File: config.mk
export PLATFORM = sky130hd
export DESIGN_NAME = uart_tx_fifo
export DESIGN_NICKNAME = d
export VERILOG_FILES = /design/src/rtl/uart_tx_fifo.sv
export SDC_FILE = /design/constraint.sdc
export NUM_CORES = 1
export LEC_CHECK = 0
export ABC_AREA = 1
export CAP_MARGIN = 20
export CORE_ASPECT_RATIO = 0.6
export CORE_MARGIN = 2
export CORE_UTILIZATION = 50
export CTS_CLUSTER_SIZE = 25
export DETAILED_ROUTE_END_ITERATION = 10
export PLACE_DENSITY = 0.67
export SETUP_SLACK_MARGIN = 0.05
export SYNTH_ARGS = -nofsm -noshare
export SYNTH_HDL_FRONTEND = slang
export SYNTH_SLANG_ARGS = --single-unit
File: constraint.sdc
create_clock -name clk -period 7.1 [get_ports clk]
set_input_delay 1.065 -clock clk [delete_from_list [all_inputs] [get_ports clk]]
set_output_delay 1.065 -clock clk [all_outputs]
set_load 0.02 [all_outputs]
File: src/rtl/uart_tx_fifo.sv
// Byte FIFO feeding an 8-bit UART transmitter (start, 8 data LSB first, stop).
// Define UART_TX_PARITY_EN to insert an even-parity bit after the data bits.
module uart_tx_fifo #(
    parameter int DEPTH       = 16,
    parameter int DEFAULT_DIV = 106
) (
    input  logic                       clk,
    input  logic                       resetn,
    input  logic                       cfg_div_we,
    input  logic [31:0]                cfg_div_di,
    output logic [31:0]                cfg_div_do,
    input  logic                       dat_we,
    input  logic [7:0]                 dat_di,
    output logic                       dat_wait,
    output logic                       tx,
    output logic                       busy,
    output logic [$clog2(DEPTH):0]     fifo_level
);

    localparam int AW = $clog2(DEPTH);
    localparam int LW = AW + 1;
    localparam logic [LW-1:0] FULL_LVL = LW'(DEPTH);

`ifdef UART_TX_PARITY_EN
    typedef enum logic [2:0] {IDLE, START, DATA, PARITY, STOP} state_t;
`else
    typedef enum logic [2:0] {IDLE, START, DATA, STOP} state_t;
`endif

    logic [7:0]    mem_q [DEPTH];
    logic [AW-1:0] wptr_q, wptr_d;
    logic [AW-1:0] rptr_q, rptr_d;
    logic [LW-1:0] level_q, level_d;
    logic          full, empty, push, pop;

    state_t        state_q, state_d;
    logic [31:0]   div_q, div_d;
    logic [31:0]   divl_q, divl_d;
    logic [31:0]   cnt_q, cnt_d;
    logic [2:0]    bidx_q, bidx_d;
    logic [7:0]    shf_q, shf_d;
    logic          tx_q, tx_d;
    logic          bit_end;
    logic          start_frame;
`ifdef UART_TX_PARITY_EN
    logic          par_q, par_d;
`endif

    assign full       = (level_q == FULL_LVL);
    assign empty      = (level_q == '0);
    assign push       = dat_we & ~full;
    assign dat_wait   = dat_we & full;
    assign fifo_level = level_q;
    assign cfg_div_do = div_q;
    assign tx         = tx_q;
    assign busy       = ~empty | (state_q != IDLE);
    assign bit_end    = (cnt_q == divl_q - 32'd1);

    always_comb begin
        div_d = div_q;
        if (cfg_div_we) begin
            div_d = (cfg_div_di < 32'd2) ? 32'd2 : cfg_div_di;
        end
    end

    // FIFO bookkeeping; a simultaneous push and pop leaves the level unchanged
    always_comb begin
        wptr_d  = wptr_q;
        rptr_d  = rptr_q;
        level_d = level_q;
        if (push) begin
            wptr_d = wptr_q + 1'b1;
        end
        if (pop) begin
            rptr_d = rptr_q + 1'b1;
        end
        case ({push, pop})
            2'b10:   level_d = level_q + 1'b1;
            2'b01:   level_d = level_q - 1'b1;
            default: level_d = level_q;
        endcase
    end

    always_comb begin
        state_d     = state_q;
        cnt_d       = cnt_q;
        divl_d      = divl_q;
        bidx_d      = bidx_q;
        shf_d       = shf_q;
        tx_d        = tx_q;
        pop         = 1'b0;
        start_frame = 1'b0;
`ifdef UART_TX_PARITY_EN
        par_d       = par_q;
`endif
        case (state_q)
            IDLE: begin
                tx_d = 1'b1;
                if (!empty) begin
                    start_frame = 1'b1;
                end
            end
            START: begin
                cnt_d = bit_end ? 32'd0 : cnt_q + 32'd1;
                if (bit_end) begin
                    state_d = DATA;
                    bidx_d  = 3'd0;
                    tx_d    = shf_q[0];
                end
            end
            DATA: begin
                cnt_d = bit_end ? 32'd0 : cnt_q + 32'd1;
                if (bit_end) begin
                    if (bidx_q == 3'd7) begin
`ifdef UART_TX_PARITY_EN
                        state_d = PARITY;
                        tx_d    = par_q;
`else
                        state_d = STOP;
                        tx_d    = 1'b1;
`endif
                    end else begin
                        bidx_d = bidx_q + 3'd1;
                        shf_d  = shf_q >> 1;
                        tx_d   = shf_q[1];
                    end
                end
            end
`ifdef UART_TX_PARITY_EN
            PARITY: begin
                cnt_d = bit_end ? 32'd0 : cnt_q + 32'd1;
                if (bit_end) begin
                    state_d = STOP;
                    tx_d    = 1'b1;
                end
            end
`endif
            STOP: begin
                cnt_d = bit_end ? 32'd0 : cnt_q + 32'd1;
                if (bit_end) begin
                    if (!empty) begin
                        start_frame = 1'b1;
                    end else begin
                        state_d = IDLE;
                        tx_d    = 1'b1;
                    end
                end
            end
            default: begin
                state_d = IDLE;
                tx_d    = 1'b1;
            end
        endcase

        // Frame start pops the head and latches the divider for the whole frame
        if (start_frame) begin
            pop     = 1'b1;
            state_d = START;
            cnt_d   = 32'd0;
            divl_d  = div_q;
            shf_d   = mem_q[rptr_q];
            tx_d    = 1'b0;
`ifdef UART_TX_PARITY_EN
            par_d   = ^mem_q[rptr_q];
`endif
        end
    end

    always_ff @(posedge clk or negedge resetn) begin
        if (!resetn) begin
            wptr_q  <= '0;
            rptr_q  <= '0;
            level_q <= '0;
            state_q <= IDLE;
            div_q   <= 32'(DEFAULT_DIV);
            divl_q  <= 32'(DEFAULT_DIV);
            cnt_q   <= 32'd0;
            bidx_q  <= 3'd0;
            tx_q    <= 1'b1;
        end else begin
            wptr_q  <= wptr_d;
            rptr_q  <= rptr_d;
            level_q <= level_d;
            state_q <= state_d;
            div_q   <= div_d;
            divl_q  <= divl_d;
            cnt_q   <= cnt_d;
            bidx_q  <= bidx_d;
            tx_q    <= tx_d;
        end
    end

    always_ff @(posedge clk) begin
        if (push) begin
            mem_q[wptr_q] <= dat_di;
        end
        shf_q <= shf_d;
`ifdef UART_TX_PARITY_EN
        par_q <= par_d;
`endif
    end

endmodule

==> results.toml <==
[floorplan]
die_area_sq_um = 26470
die_h_um = 126.8
die_x_um = 208.7
core_sq_um = 24440
initial_core_util_pct = 51.44
num_rows = 44
ios = 84

[worst_setup_path]
crit_path_max_incr_delay_ns = 0.63
worstPathMaxFanout = 67
crit_required_ns = 7.55
cp_common_cell = "nand2_1"
cp_slowest_cell = "buf_4"
r2r-start = "divl_q[0]$_DFFE_PN0N_"
crit_chain = "inv_1, ha_1, nand2_2, nor2_4, nand2_1, nand2_1, nand2_1, nand2_1, nor2_1, nand2_1, nor2_1, nand4_1, nand2_2, nand3_4, buf_4, nand2_2, inv_2, o21ai_0, nor2_1"
crit_arrival_ns = 4.65
end_kind = "flop"
criticalPathCategory = "reg2reg"
cp_top_family = "simple AND/OR/NAND/NOR gates"
critPathLaunch = "divl_q[0]$_DFFE_PN0N_"
startpoint_type = "flop"
path_buf_inv = 3

[final_layout]
fill_cells = 2134
drive_gt1_share_pct = 6.958
multiInputGateArea_sq_um = 4900
final_nets = 1510
n_antenna_cell = 0
areaGrowthSynthToFinish_pct = 15.06
register_area_sq_um = 6974
finalNonFillerCells = 1788

[timing]
slew_headroom_pct = 29.63
finClkSkew_ns = 0.009589
worst_pin_slew_ns = 1.046
hold_violations = 0
period_share_pct = 59.04
drv_slew = 0
fin_crit_ns = 4.192
rsz0062_at_grt = "false"
tns_ns = 0
setup_viol = 0
fmax_ghz = 0.2386

[power]
powerDensity_nw_per_um2 = 400.3
peakVddDrop_uv = 228.3
p_leak_nw = 5.907

[synthesis]
syn-cell-area_sq_um = 12570
synth_edf_count = 136
synth_warnings = 0
synthesis.nets = 1435
ys_seq_area_share_pct = 55.46
synth_top_cells_by_area = "edfxtp_1 32%, dfrtp_1 21%, nand2_1 11%"
synthTopCellsByCount = "365 x nand2_1, 159 x nor2_1, 136 x edfxtp_1, 124 x inv_1, 106 x dfrtp_1"
synthArstFlopShare_pct = 45.82
netlist_instances = 1374
yosysUniqueCellTypes = 51
synth-seq-cells = 251
synth_top_area_share_pct = 32.48
synth_area_per_cell_sq_um = 9.151
synth_ff_type = "edfxtp_1"
yosysTopAreaCell = "edfxtp_1"
yosysMostFrequentCell = "nand2_1"

[global_route]
grt_max_degree = 80
grt_overflow = 0
antenna_found_initial = 1
track_usage_pct = 27.54
grt_pass1_wl_um = 55080
grt_pass1_vias = 8986

[drt]
drtIter0Drc = 1099
detail-route-antenna-nets = 0
via_per_inst = 5.582
drc = 0
dr.pass1.iters = 5
drt-total-wl_um = 35710
vias = 9980
wl_per_cell_um = 19.97

[clocking]
clk-insertion-delay-late_ns = 0.53
clockBufferDepth = 3
h-tree-depth = 1
ctsResizeCount = 0
numCtsBuffers = 24
cts_tree = "yes"
clk_pin_slew_ns = 0.06
clkSinkCount = 251
post_cts_buffers = 0
cts_hold_buf = 0
clockRootBuffer = "clkbuf_16"

[place]
portBuffers = 83
routabilityCongestion = 1.015
placed_cells = 1744
place_hpwl_um = 26030

[min_path]
hold_start = "cfg_div_do[6]$_DFFE_PN1P_"
hold_path.class = "reg2reg"

[job]
drv_cap = 0

[run_status]
outcome = "complete, no violations"
-- cells by family after synthesis --
family	synth area share [%]
AND/OR/NAND/NOR	22.86
buffers and inverters	5.573
AO/OA/AOI/OAI	9.553
adder cells (fa/ha/maj)	1.692
XOR/XNOR	4.866
flip-flops	55.46
-- power by group --
| group | internal, mW | leakage [nW] | switching [mW] |
|---|---|---|---|
| Combinational | 0.722 | 2.85 | 1.72 |
| Clock | 0.724 | 0.376 | 0.552 |
| Sequential | 1.84 | 2.68 | 0.234 |
| Total | 3.29 | 5.91 | 2.50 |
-- stage by stage --
step                hold slack [ns]  util (%)  area [sq um]  worst slack (ns)  total power, mW
global route                 0.5133     59.18         14470             2.477            6.169
finish                       0.4951     59.18         14470             2.908            5.792
global placement             0.4752     55.86         13650             3.055            4.442
floorplan                    0.4627         -         12570             3.539            3.709
detailed placement           0.4850     55.90         13660             3.034            4.478
CTS                          0.4941     59.07         14440             3.001            5.757
-- placed cells by master (no fill, tap or decap), types with 3 or more instances in the layout --
cell type / n
inv_1: 124
clkdlybuf4s50_1: 82
nand4_1: 31
nor2_2: 7
nor3_1: 15
o221ai_1: 13
nor2_1: 159
dfrtp_1: 105
o21ai_0: 105
nand2_1: 365
nor4_1: 14
ha_1: 17
o21ai_1: 13
o22ai_2: 10
o31ai_1: 4
nand2_4: 3
a31oi_1: 8
buf_4: 10
edfxtp_1: 136
clkinv_1: 3
a21oi_1: 27
nand3_1: 43
clkbuf_16: 25
nor2_4: 5
dfstp_2: 9
o31ai_2: 4
clkbuf_8: 4
xnor2_1: 19
o22ai_1: 7
nand2_2: 5
xor2_1: 49
clkbuf_1: 6
nand3b_1: 9
o21bai_1: 3
-- metal layers --
metal | GRT usage (%) | vias to the layer above | wire [um]
li1 | - | 4738 | -
met1 | 47.74 | 4788 | 18570
met2 | 32.57 | 420 | 12690
met3 | 8.146 | 32 | 4017
met4 | 4.160 | 2 | 432
met5 | 0 | - | 13
-- worst min-delay path: stages, from the launching register on --
cell	delay [ns]
dfstp_2	0.37
inv_1	0.05
o21ai_0	0.07
-- flip-flops by register name, summed over array words and instances (netlist names) --
signal,flops
mem_q,128
divl_q,32
bidx_q,3
fifo_level,5
rptr_q,4
shf_q,8
tx,1
cnt_q,32
wptr_q,4
state_q,2
cfg_div_do,32
-- path summary, 6_finish.rpt --
kind	to	depth (start not counted)	slack, ns
worst max-delay path	cnt_q[2]$_DFFE_PN0P_	19	2.91
worst min-delay path	cfg_div_do[6]$_DFFE_PN1P_	2	0.50
worst max register to register	cnt_q[2]$_DFFE_PN0P_	19	2.91
worst min register to register	cfg_div_do[6]$_DFFE_PN1P_	2	0.50
max in group asynchronous	cfg_div_do[16]$_DFFE_PN0P_	3	5.57
min in group asynchronous	divl_q[9]$_DFFE_PN0N_	1	0.51
-- cell type report --
cell class | count | share of cell area, %
well taps | 322 | 2.785
inverters | 128 | 3.321
clock inverters | 8 | 0.4930
clock buffers | 35 | 4.861
flip-flops and latches | 251 | 48.21
multi-input cells | 950 | 33.87
repair buffers | 94 | 6.461
Power figures use the tool's default switching activity.
